$ cat config.mk
export PLATFORM = sky130hd
export DESIGN_NAME = fetch_stage
export DESIGN_NICKNAME = d
export VERILOG_FILES = /design/src/rtl/fetch_stage.sv
export SDC_FILE = /design/constraint.sdc
export NUM_CORES = 1
export LEC_CHECK = 0
export CAP_MARGIN = 20
export CORE_MARGIN = 5
export CORE_UTILIZATION = 52
export CTS_CLUSTER_DIAMETER = 120
export DETAILED_ROUTE_END_ITERATION = 8
export GPL_ROUTABILITY_DRIVEN = 0
export PLACE_DENSITY_LB_ADDON = 0.25
export SYNTH_ARGS = -nofsm -noshare
export SYNTH_HDL_FRONTEND = slang
export SYNTH_SLANG_ARGS = --single-unit
$ cat constraint.sdc
create_clock -name CLK -period 5 [get_ports CLK]
set_input_delay 1.5 -clock CLK [delete_from_list [all_inputs] [get_ports CLK]]
set_output_delay 1.5 -clock CLK [all_outputs]
set_load 0.05 [all_outputs]
$ cat src/rtl/fetch_stage.sv
// Instruction-fetch stage feeding the IF/ID register. It owns the PC and issues
// level-held instruction-memory reads. A one-entry hold buffer absorbs a stall
// downstream, and the stage also handles redirects and halt.
// Ports:
//   CLK, nRST           clock, synchronous active-low reset
//   imemREN, imemaddr   read request / address to instruction memory
//   ihit, imemload      memory response
//   stall               IF/ID cannot accept this cycle
//   redirect, redirect_pc  taken branch/jump and its target
//   halt                stop fetching
//   instruction_out, next_address_out, fetch_valid, flush_ifid  to IF/ID
//   pc_out, halted      current PC, fetch stopped
module fetch_stage #(
  parameter logic [31:0] RESET_PC = 32'h0000_0000,
  parameter int unsigned PC_INC   = 4
) (
  input  logic        CLK,
  input  logic        nRST,
  output logic        imemREN,
  output logic [31:0] imemaddr,
  input  logic        ihit,
  input  logic [31:0] imemload,
  input  logic        stall,
  input  logic        redirect,
  input  logic [31:0] redirect_pc,
  input  logic        halt,
  output logic [31:0] instruction_out,
  output logic [31:0] next_address_out,
  output logic        fetch_valid,
  output logic        flush_ifid,
  output logic [31:0] pc_out,
  output logic        halted
);

  localparam logic [1:0] FETCH  = 2'd0;
  localparam logic [1:0] HOLD   = 2'd1;
  localparam logic [1:0] SQUASH = 2'd2;
  localparam logic [1:0] HALTED = 2'd3;

  logic [1:0]  state_q, state_d;
  logic [31:0] pc_q, pc_d;
  logic [31:0] hold_instr_q, hold_instr_d;
  logic [31:0] hold_next_q, hold_next_d;
  logic [31:0] saved_target_q, saved_target_d;
  logic [31:0] pc_inc;

  assign pc_inc   = pc_q + 32'(PC_INC);
  assign pc_out   = pc_q;
  assign imemaddr = pc_q;

  // State register
  always_ff @(posedge CLK) begin
    if (!nRST) begin
      state_q        <= FETCH;
      pc_q           <= RESET_PC;
      hold_instr_q   <= '0;
      hold_next_q    <= '0;
      saved_target_q <= '0;
    end else begin
      state_q        <= state_d;
      pc_q           <= pc_d;
      hold_instr_q   <= hold_instr_d;
      hold_next_q    <= hold_next_d;
      saved_target_q <= saved_target_d;
    end
  end

  // Next-state and IF/ID outputs; priority redirect > halt > ihit/stall
  always_comb begin
    state_d          = state_q;
    pc_d             = pc_q;
    hold_instr_d     = hold_instr_q;
    hold_next_d      = hold_next_q;
    saved_target_d   = saved_target_q;
    imemREN          = 1'b0;
    fetch_valid      = 1'b0;
    flush_ifid       = 1'b0;
    halted           = 1'b0;
    instruction_out  = imemload;
    next_address_out = pc_inc;

    case (state_q)
      FETCH: begin
        imemREN = 1'b1;
        if (redirect) begin
          flush_ifid = 1'b1;
          if (ihit) begin
            pc_d = redirect_pc;
          end else begin
            // Keep the outstanding address stable; retarget once it returns
            saved_target_d = redirect_pc;
            state_d        = SQUASH;
          end
        end else if (halt) begin
          state_d = HALTED;
        end else if (ihit) begin
          pc_d = pc_inc;
          if (stall) begin
            hold_instr_d = imemload;
            hold_next_d  = pc_inc;
            state_d      = HOLD;
          end else begin
            fetch_valid = 1'b1;
          end
        end
      end
      HOLD: begin
        instruction_out  = hold_instr_q;
        next_address_out = hold_next_q;
        if (redirect) begin
          flush_ifid = 1'b1;
          pc_d       = redirect_pc;
          state_d    = FETCH;
        end else if (halt) begin
          state_d = HALTED;
        end else if (!stall) begin
          fetch_valid = 1'b1;
          state_d     = FETCH;
        end
      end
      SQUASH: begin
        imemREN = 1'b1;
        // Halt is ignored here: the halting instruction is on the wrong path
        if (redirect) begin
          flush_ifid     = 1'b1;
          saved_target_d = redirect_pc;
        end
        if (ihit) begin
          pc_d    = redirect ? redirect_pc : saved_target_q;
          state_d = FETCH;
        end
      end
      default: begin
        halted = 1'b1;
      end
    endcase

    if (!nRST) begin
      imemREN     = 1'b0;
      fetch_valid = 1'b0;
      flush_ifid  = 1'b0;
      halted      = 1'b0;
    end
  end

endmodule

==> results summary, run 1 <==
Clock-pin slew was measured on the worst setup and hold paths at approximately 60 ps. The post-synthesis instance area is between 7000 and 8000 um^2. The worst reg2reg path endpoint is imemaddr[25]. The half-perimeter wire length after detailed placement is between 15 and 20 mm. The sink count of the clock tree is 130. The highest ir drop seen on vdd is 302 uV. Ranked by instance count, the synthesized netlist is headed by 163 x sky130_fd_sc_hd__nand2_1, 130 x sky130_fd_sc_hd__dfxtp_1, 87 x sky130_fd_sc_hd__a21oi_1.

The startpoint kind of the worst setup timing path is a flop. The area inside the core boundary came out at about 13000 um^2. The run finished with clean final reports. The area occupied by multi-input gates came out at about 3900 um^2.

In this run the post-CTS setup repair buffer count came out at 0. The antenna diode instance count is 0. The top-area cell type share of the netlist area came out at a little over a third. The depth of the worst register-to-register path came out at 7. For this design the top-level I/O count stands at approximately 200. The number of I/O port buffers came out at between 200 and 250.

The initial DRC count is a little over 700. From synthesis to final layout, the design area changed by 34.4%. The analysis attributes to cell leakage a power of roughly 3.5 nW.

For the worst setup path, the data required time is roughly 3500 ps. Setup repair after global routing left no endpoint under its margin. Synthesis produced between 800 and 900 cells. The post-cts hold buffer count is 0.

The worst setup path endpoint is next_address_out[18]. The worst register-to-register path begins at state_q[1]. The first global-routing pass estimated around 34 mm of wire.

The arrival time of data at the critical path endpoint is a little over 3000 ps. In this run the tightest slew margin relative to its limit is a little over two fifths. The worst hold path passes through 2 cells. For the final routed database, the setup TNS stands at 0 ps. The maximum number of buffers from clock root to sink came out at 2.

The min-delay analysis places its worst path in the category flop to flop. The post-route antenna net violation count came out at 0. The number of inserted filler cells in the final layout came out at 1067. The maximum level of the CTS H-tree is 4. The vertical die dimension is 127 um. The clock network latency to the later pin of the worst-skew pair is ~420 ps.

The number of enable flip-flop cells after synthesis is 0. The flop and latch count out of synthesis came out at 130. The largest incremental delay on the critical path came out at 550 ps. The final-stage net count is 1093. The via count of the first global-routing pass is ~6600.

Dividing total power by cell area gives a power density of 498 nW/um^2. The utilization after layout came out at a little under three quarters. The iteration count of the initial detailed-routing pass came out at 7. The initial core utilization came out at a little over half.

The post-cts gate resize count is 0. The CTS tree is built. The area used by sequential logic in the layout is between 2000 and 3000 um^2. The net count after synthesis is between 900 and 1000. Each instance of the synthesized netlist takes up on average between 8 and 9 um^2. The tool flagged a number of max-cap violations equal to 0. The biggest area contributor in the post-synthesis netlist is sky130_fd_sc_hd__dfxtp_1. The most used flip-flop cell after synthesis is sky130_fd_sc_hd__dfxtp_1.

The final number of hold-violating endpoints came out at 0. In the routed design, unresolved DRC markers number 0. For this run, the number of Yosys warnings is 0. Together, buffers and inverters on the worst path number 1. The final period utilization came out at between 90 and 100%. The share of post-route cells with drive strength above 1 is between 10% and 20%.

The average detailed-routed wire length per instance came out at 17.9 um. The actual slew at the worst max-slew pin is ~860 ps. In this design, the largest share of critical-path delay is due to simple AND/OR/NAND/NOR gates. The slowest stage of the critical path belongs to the cell sky130_fd_sc_hd__dfxtp_1. On the final layout, the worst clock skew is approximately 8.4 ps. By instance count, the leading cell after synthesis is sky130_fd_sc_hd__nand2_1. Setup violations remaining at the end of the flow were counted as 0. The synthesized netlist contains 58 unique library cells. Yosys attributes the largest share of cell area to sky130_fd_sc_hd__dfxtp_1 36%, sky130_fd_sc_hd__mux2_2 9.8%, sky130_fd_sc_hd__nand2_1 8.6%, sky130_fd_sc_hd__a21oi_1 6.1%, sky130_fd_sc_hd__buf_4 3.6%. Dividing the detail-routed via count by the number of cells gives just under 6. The clock period minus final worst setup slack is between 4000 and 5000 ps.

The most critical setup path has its startpoint at imemaddr[2]. The async set-reset flop share out of synthesis is 0%. The maximum clock frequency came out at ~0.22 GHz. The number of antenna violations at the first check in global routing came to 0. The register-to-register setup slack is around 2300 ps. The area enclosed by the die boundary came out at around 16000 um^2. The number of placement rows came out at 42. The aggregate routed wire length is about 22 mm. The overall fraction of global-route tracks in use came out at around 26%. The horizontal die dimension came out at roughly 130 um.

Clock tree synthesis inserted a total of 17 buffers. The largest net degree at the start of global routing came out at 74. Walking the worst path, the cells encountered are ha_1, nand3_1, nor4_1, and4_1, xor2_1, mux2_2, buf_4.

Of all nets on the critical path, the largest fanout is 10. The critical path runs through a total of 7 cells. In this run the clock root is driven by a sky130_fd_sc_hd__clkbuf_16.

The element type at the critical path end is an output port. The aggregate global routing overflow came out at 0. The total number of vias came out at approximately 7000.

The sequential element share of the synthesized area is 36.5%. The critical setup path kind is flop to output port. The final number of max-transition violations came out at 0.
registers in the layout, indices dropped and copies added (netlist names):
register / flops
hold_instr_q: 32
hold_next_q: 32
imemaddr: 32
saved_target_q: 32
state_q: 2
kinds of logic (layout without fill, tap and decap cells):
kind of cell    count (synthesis)  count (layout)  share of synthesized area [%]
compound gates                229             229                           20.8
simple gates                  309             309                           19.4
buf+inv                       122             262                           8.45
flops                         130             130                           36.5
fa+ha+maj                       5               5                          0.877
xor+xnor                       28              28                           3.44
mux                            67              67                           10.5
layout by cell type (no fill, tap or decap), types with 7 or more instances in the layout:
master / netlist / routed
sky130_fd_sc_hd__inv_1: 9 / 8
sky130_fd_sc_hd__nand3_1: 22 / 22
sky130_fd_sc_hd__nor4_1: 8 / 8
sky130_fd_sc_hd__xnor2_1: 12 / 12
sky130_fd_sc_hd__xor2_1: 16 / 16
sky130_fd_sc_hd__nand2_1: 163 / 163
sky130_fd_sc_hd__o21ai_0: 48 / 47
sky130_fd_sc_hd__buf_4: 34 / 45
sky130_fd_sc_hd__nand4_1: 9 / 9
sky130_fd_sc_hd__o21ba_2: 16 / 16
sky130_fd_sc_hd__nor2_1: 52 / 51
sky130_fd_sc_hd__buf_12: 0 / 7
sky130_fd_sc_hd__dfxtp_1: 130 / 130
sky130_fd_sc_hd__mux2_2: 62 / 62
sky130_fd_sc_hd__nor3_1: 26 / 26
sky130_fd_sc_hd__clkdlybuf4s50_1: 0 / 168
sky130_fd_sc_hd__clkbuf_16: 0 / 17
sky130_fd_sc_hd__a22o_1: 7 / 7
sky130_fd_sc_hd__o22ai_1: 10 / 10
sky130_fd_sc_hd__and4_1: 7 / 7
sky130_fd_sc_hd__a21oi_1: 87 / 87
worst min path at each step:
stage	start	endpoint	slack, ps
2_1_floorplan	hold_instr_q[0]	hold_instr_q[0]	430
3_3_place_gp	saved_target_q[2]	saved_target_q[2]	440
3_5_place_dp	saved_target_q[3]	saved_target_q[3]	440
4_1_cts	saved_target_q[3]	saved_target_q[3]	450
5_1_grt	saved_target_q[24]	saved_target_q[24]	470
6_report	saved_target_q[3]	saved_target_q[3]	450
layout make-up:
cell class                 instances  area share [%]
clock buffer                      26            5.10
clock inverter                     5            1.04
inverter                          10           0.392
multi-input combinational        638            41.2
sequential                       130            27.2
tap                              176            2.30
timing repair buffer             221            22.8
through the flow:
step / hold WS, ps / total power (W) / setup WS (ps) / instances / cell area (um^2)
global route: 466 / 0.00495 / 217 / 1206 / 9590
global placement: 439 / 0.00348 / 563 / 1174 / 8970
floorplan: 433 / 0.00286 / 172 / 890 / 7130
CTS: 451 / 0.00476 / 440 / 1205 / 9560
finish: 449 / 0.00477 / 414 / 1206 / 9590
detailed placement: 444 / 0.00350 / 521 / 1174 / 8970
metal layers:
metal / part of all wire [%] / global-route usage, %
met1: 43 / 36.2
met2: 47 / 40.7
met3: 8.6 / 5.26
met4: 1.7 / 7.44
met5: 0 / 0
worst min-delay path, stage by stage, from the launching register on:
cell and delay (ps):
sky130_fd_sc_hd__dfxtp_1 300, sky130_fd_sc_hd__nand2_1 50, sky130_fd_sc_hd__a21oi_1 50
where the power goes:
part / internal [W] / leakage [nW] / switching [W]
combinational: 0.000774 / 2.18 / 0.00143
clock: 0.000820 / 0.288 / 0.000429
sequential: 0.00115 / 1.06 / 0.000169
No activity file was read; power rests on OpenSTA's default activity.
==> run 2, diff against run 1 <==
Settings changed: CORE_UTILIZATION 52 to 43.
==> results summary, run 2 (same netlist as run 1, synthesis figures left out) <==
The library cell used most frequently in the layout, excluding fill and tap cells, is sky130_fd_sc_hd__clkdlybuf4s50_1. Clock tree synthesis found a total of 130 sinks. The final cell area excluding filler cells came out at about 9700 um^2. The highest ir drop seen on vdd is 326 uV. After detailed routing, the average wire length per cell comes to approximately 18 um. The cell-internal power came out at approximately 0.0027 W. The die is approximately 140 um wide. The fraction of power spent switching nets came out at roughly 43%.

The number of antenna violations at the first check in global routing is 0. Global routing used a little under a quarter of the available tracks. In the finished design, the share of the clock period the worst path needs comes to between 80% and 90%. The library cells used most frequently in the layout, excluding fill and tap cells, are 168 x sky130_fd_sc_hd__clkdlybuf4s50_1, 163 x sky130_fd_sc_hd__nand2_1, 130 x sky130_fd_sc_hd__dfxtp_1, 87 x sky130_fd_sc_hd__a21oi_1, 62 x sky130_fd_sc_hd__mux2_2. The worst endpoint required time is about 3500 ps. The setup clock skew after layout came out at approximately 6.8 ps. The total number of vias is 6996. The floorplan has between 40 and 50 rows. After clock tree synthesis, the setup repair step added 0 buffers.

The share of post-route cells with drive strength above 1 came out at around 17%. The normalized max-slew margin is 32.4%. The total area inside the core boundary comes to between 15000 and 20000 um^2. The portion of total power attributed to combinational logic came out at about 46%. For this design the static power due to leakage is 3.53 nW. The via count of the first global-routing pass was roughly 6700.

The half-perimeter wire length after detailed placement is between 15 and 20 mm. The post-route antenna net violation count came out at 0. The final number of hold-violating endpoints is 0. The number of I/O port buffers came out at around 200. The mean number of vias per cell is between 5 and 6.

The setup violation total in the final timing report came out at 0. The clock period minus final worst setup slack came out at roughly 4500 ps. The clock-pin slew on the worst setup and hold paths is ~60 ps. The arrival time of data at the critical path endpoint came out at 2970 ps. The aggregate routed wire length is about 22 mm. The largest net degree at the start of global routing is between 80 and 90. The post-cts gate resize count came out at 0.

Once the floorplan was initialized, standard cells occupied a little over two fifths of the core. The iteration count of the initial detailed-routing pass came out at 5. Based on the critical path, the design can be clocked at up to about 0.22 GHz.

The standard cell area after detailed placement came out at around 9000 um^2. The post-route DRC violation count is 0. The final-stage net count came out at 1093. The post-synthesis to final-layout area growth is 35.3%. The die covers approximately 19000 um^2.

Setup repair after global routing left no endpoint under its margin. The worst setup path is of the input pin to output port kind. TritonCTS built the clock tree. The flow ran to the end, and the final reports show no timing, DRC or antenna violations.

The floorplan step set the die height to 139 um. The power spent charging and discharging nets is 0.00205 W. The post-cts hold buffer count came out at 0. The final number of max-transition violations is 0. The first global-routing pass estimated around 36 mm of wire. The setup TNS is 0 ps. At the later pin of the worst-skew pair, clock insertion delay measures ~420 ps.

The worst hold path belongs to the class flop to flop. The aggregate global routing overflow came out at 0. In this run the number of H-tree levels came out at 4. STA classifies the critical path endpoint as an output port. The clock network power share came out at between 20% and 30%. The worst setup path is launched from an input pin. The number of buffers added by the clock tree synthesis step came out at 17. The actual slew at the worst max-slew pin came out at 1010 ps. The maximum net fanout on the critical path came out at 2. The initial DRC count came out at 632. In this run the count of I/O pins placed on the die edge is 202.

The cell sitting at the root of the clock tree is a sky130_fd_sc_hd__clkbuf_16. Across the run, the number of max-cap violations was 0. Hold timing on the final database bottoms out at a slack of 450 ps. In this run the deepest clock path goes through 2 buffers.

The sequential share of power is between 20 and 30%. The power density of the placed cells is between 400 and 500 nW/um^2. 0 antenna diodes ended up in the layout.
==> run 2: critical path, cell delays in order <==
cell	delay (ps)
sky130_fd_sc_hd__clkdlybuf4s50_1	500
sky130_fd_sc_hd__mux2_2	150
sky130_fd_sc_hd__clkdlybuf4s50_1	820
==> run 2: per-layer routing <==
metal,vias to the layer above,global-route usage (%),wire length [um]
li1,3378,-,-
met1,3292,29.8,9590
met2,293,37.2,10700
met3,33,5.17,1760
met4,0,7.42,435
met5,-,0,0
==> run 2: path summary, 6_finish.rpt <==
check | depth (start not counted) | end | from | slack [ps]
worst min-delay path | 2 | saved_target_q[4] | saved_target_q[4] | 450
worst max-delay path | 3 | instruction_out[29] | imemload[29] | 530
worst max register to register | 7 | imemaddr[10] | state_q[1] | 1980
worst min register to register | 2 | saved_target_q[4] | saved_target_q[4] | 450
==> run 2: power by group through the flow <==
stage / Sequential, W / Clock [W] / Combinational, W
floorplan: 0.00144 / 0 / 0.00142
global placement: 0.00133 / 0 / 0.00219
detailed placement: 0.00133 / 0 / 0.00220
CTS: 0.00131 / 0.00128 / 0.00221
global route: 0.00134 / 0.00133 / 0.00232
finish: 0.00131 / 0.00127 / 0.00220
==> run 2: through the flow <==
stage | power (W) | std cells | worst slack, ps | util, %
finish | 0.00478 | 1251 | 531 | 58.8
global route | 0.00499 | 1251 | 416 | 58.8
CTS | 0.00480 | 1251 | 536 | 58.8
detailed placement | 0.00353 | 1219 | 543 | 55.1
global placement | 0.00351 | 1219 | 520 | 55.1
floorplan | 0.00286 | 890 | 172 | -
==> run 2: final cells by class <==
| type | instances | area [um^2] |
|---|---|---|
| Fill cell | 1485 | 6750 |
| Multi-Input combinational cell | 638 | 3950 |
| Sequential cell | 130 | 2600 |
| Timing Repair Buffer | 221 | 2180 |
| Clock buffer | 23 | 508 |
| Tap cell | 220 | 275 |
| Clock inverter | 9 | 101 |
| Inverter | 10 | 37.5 |
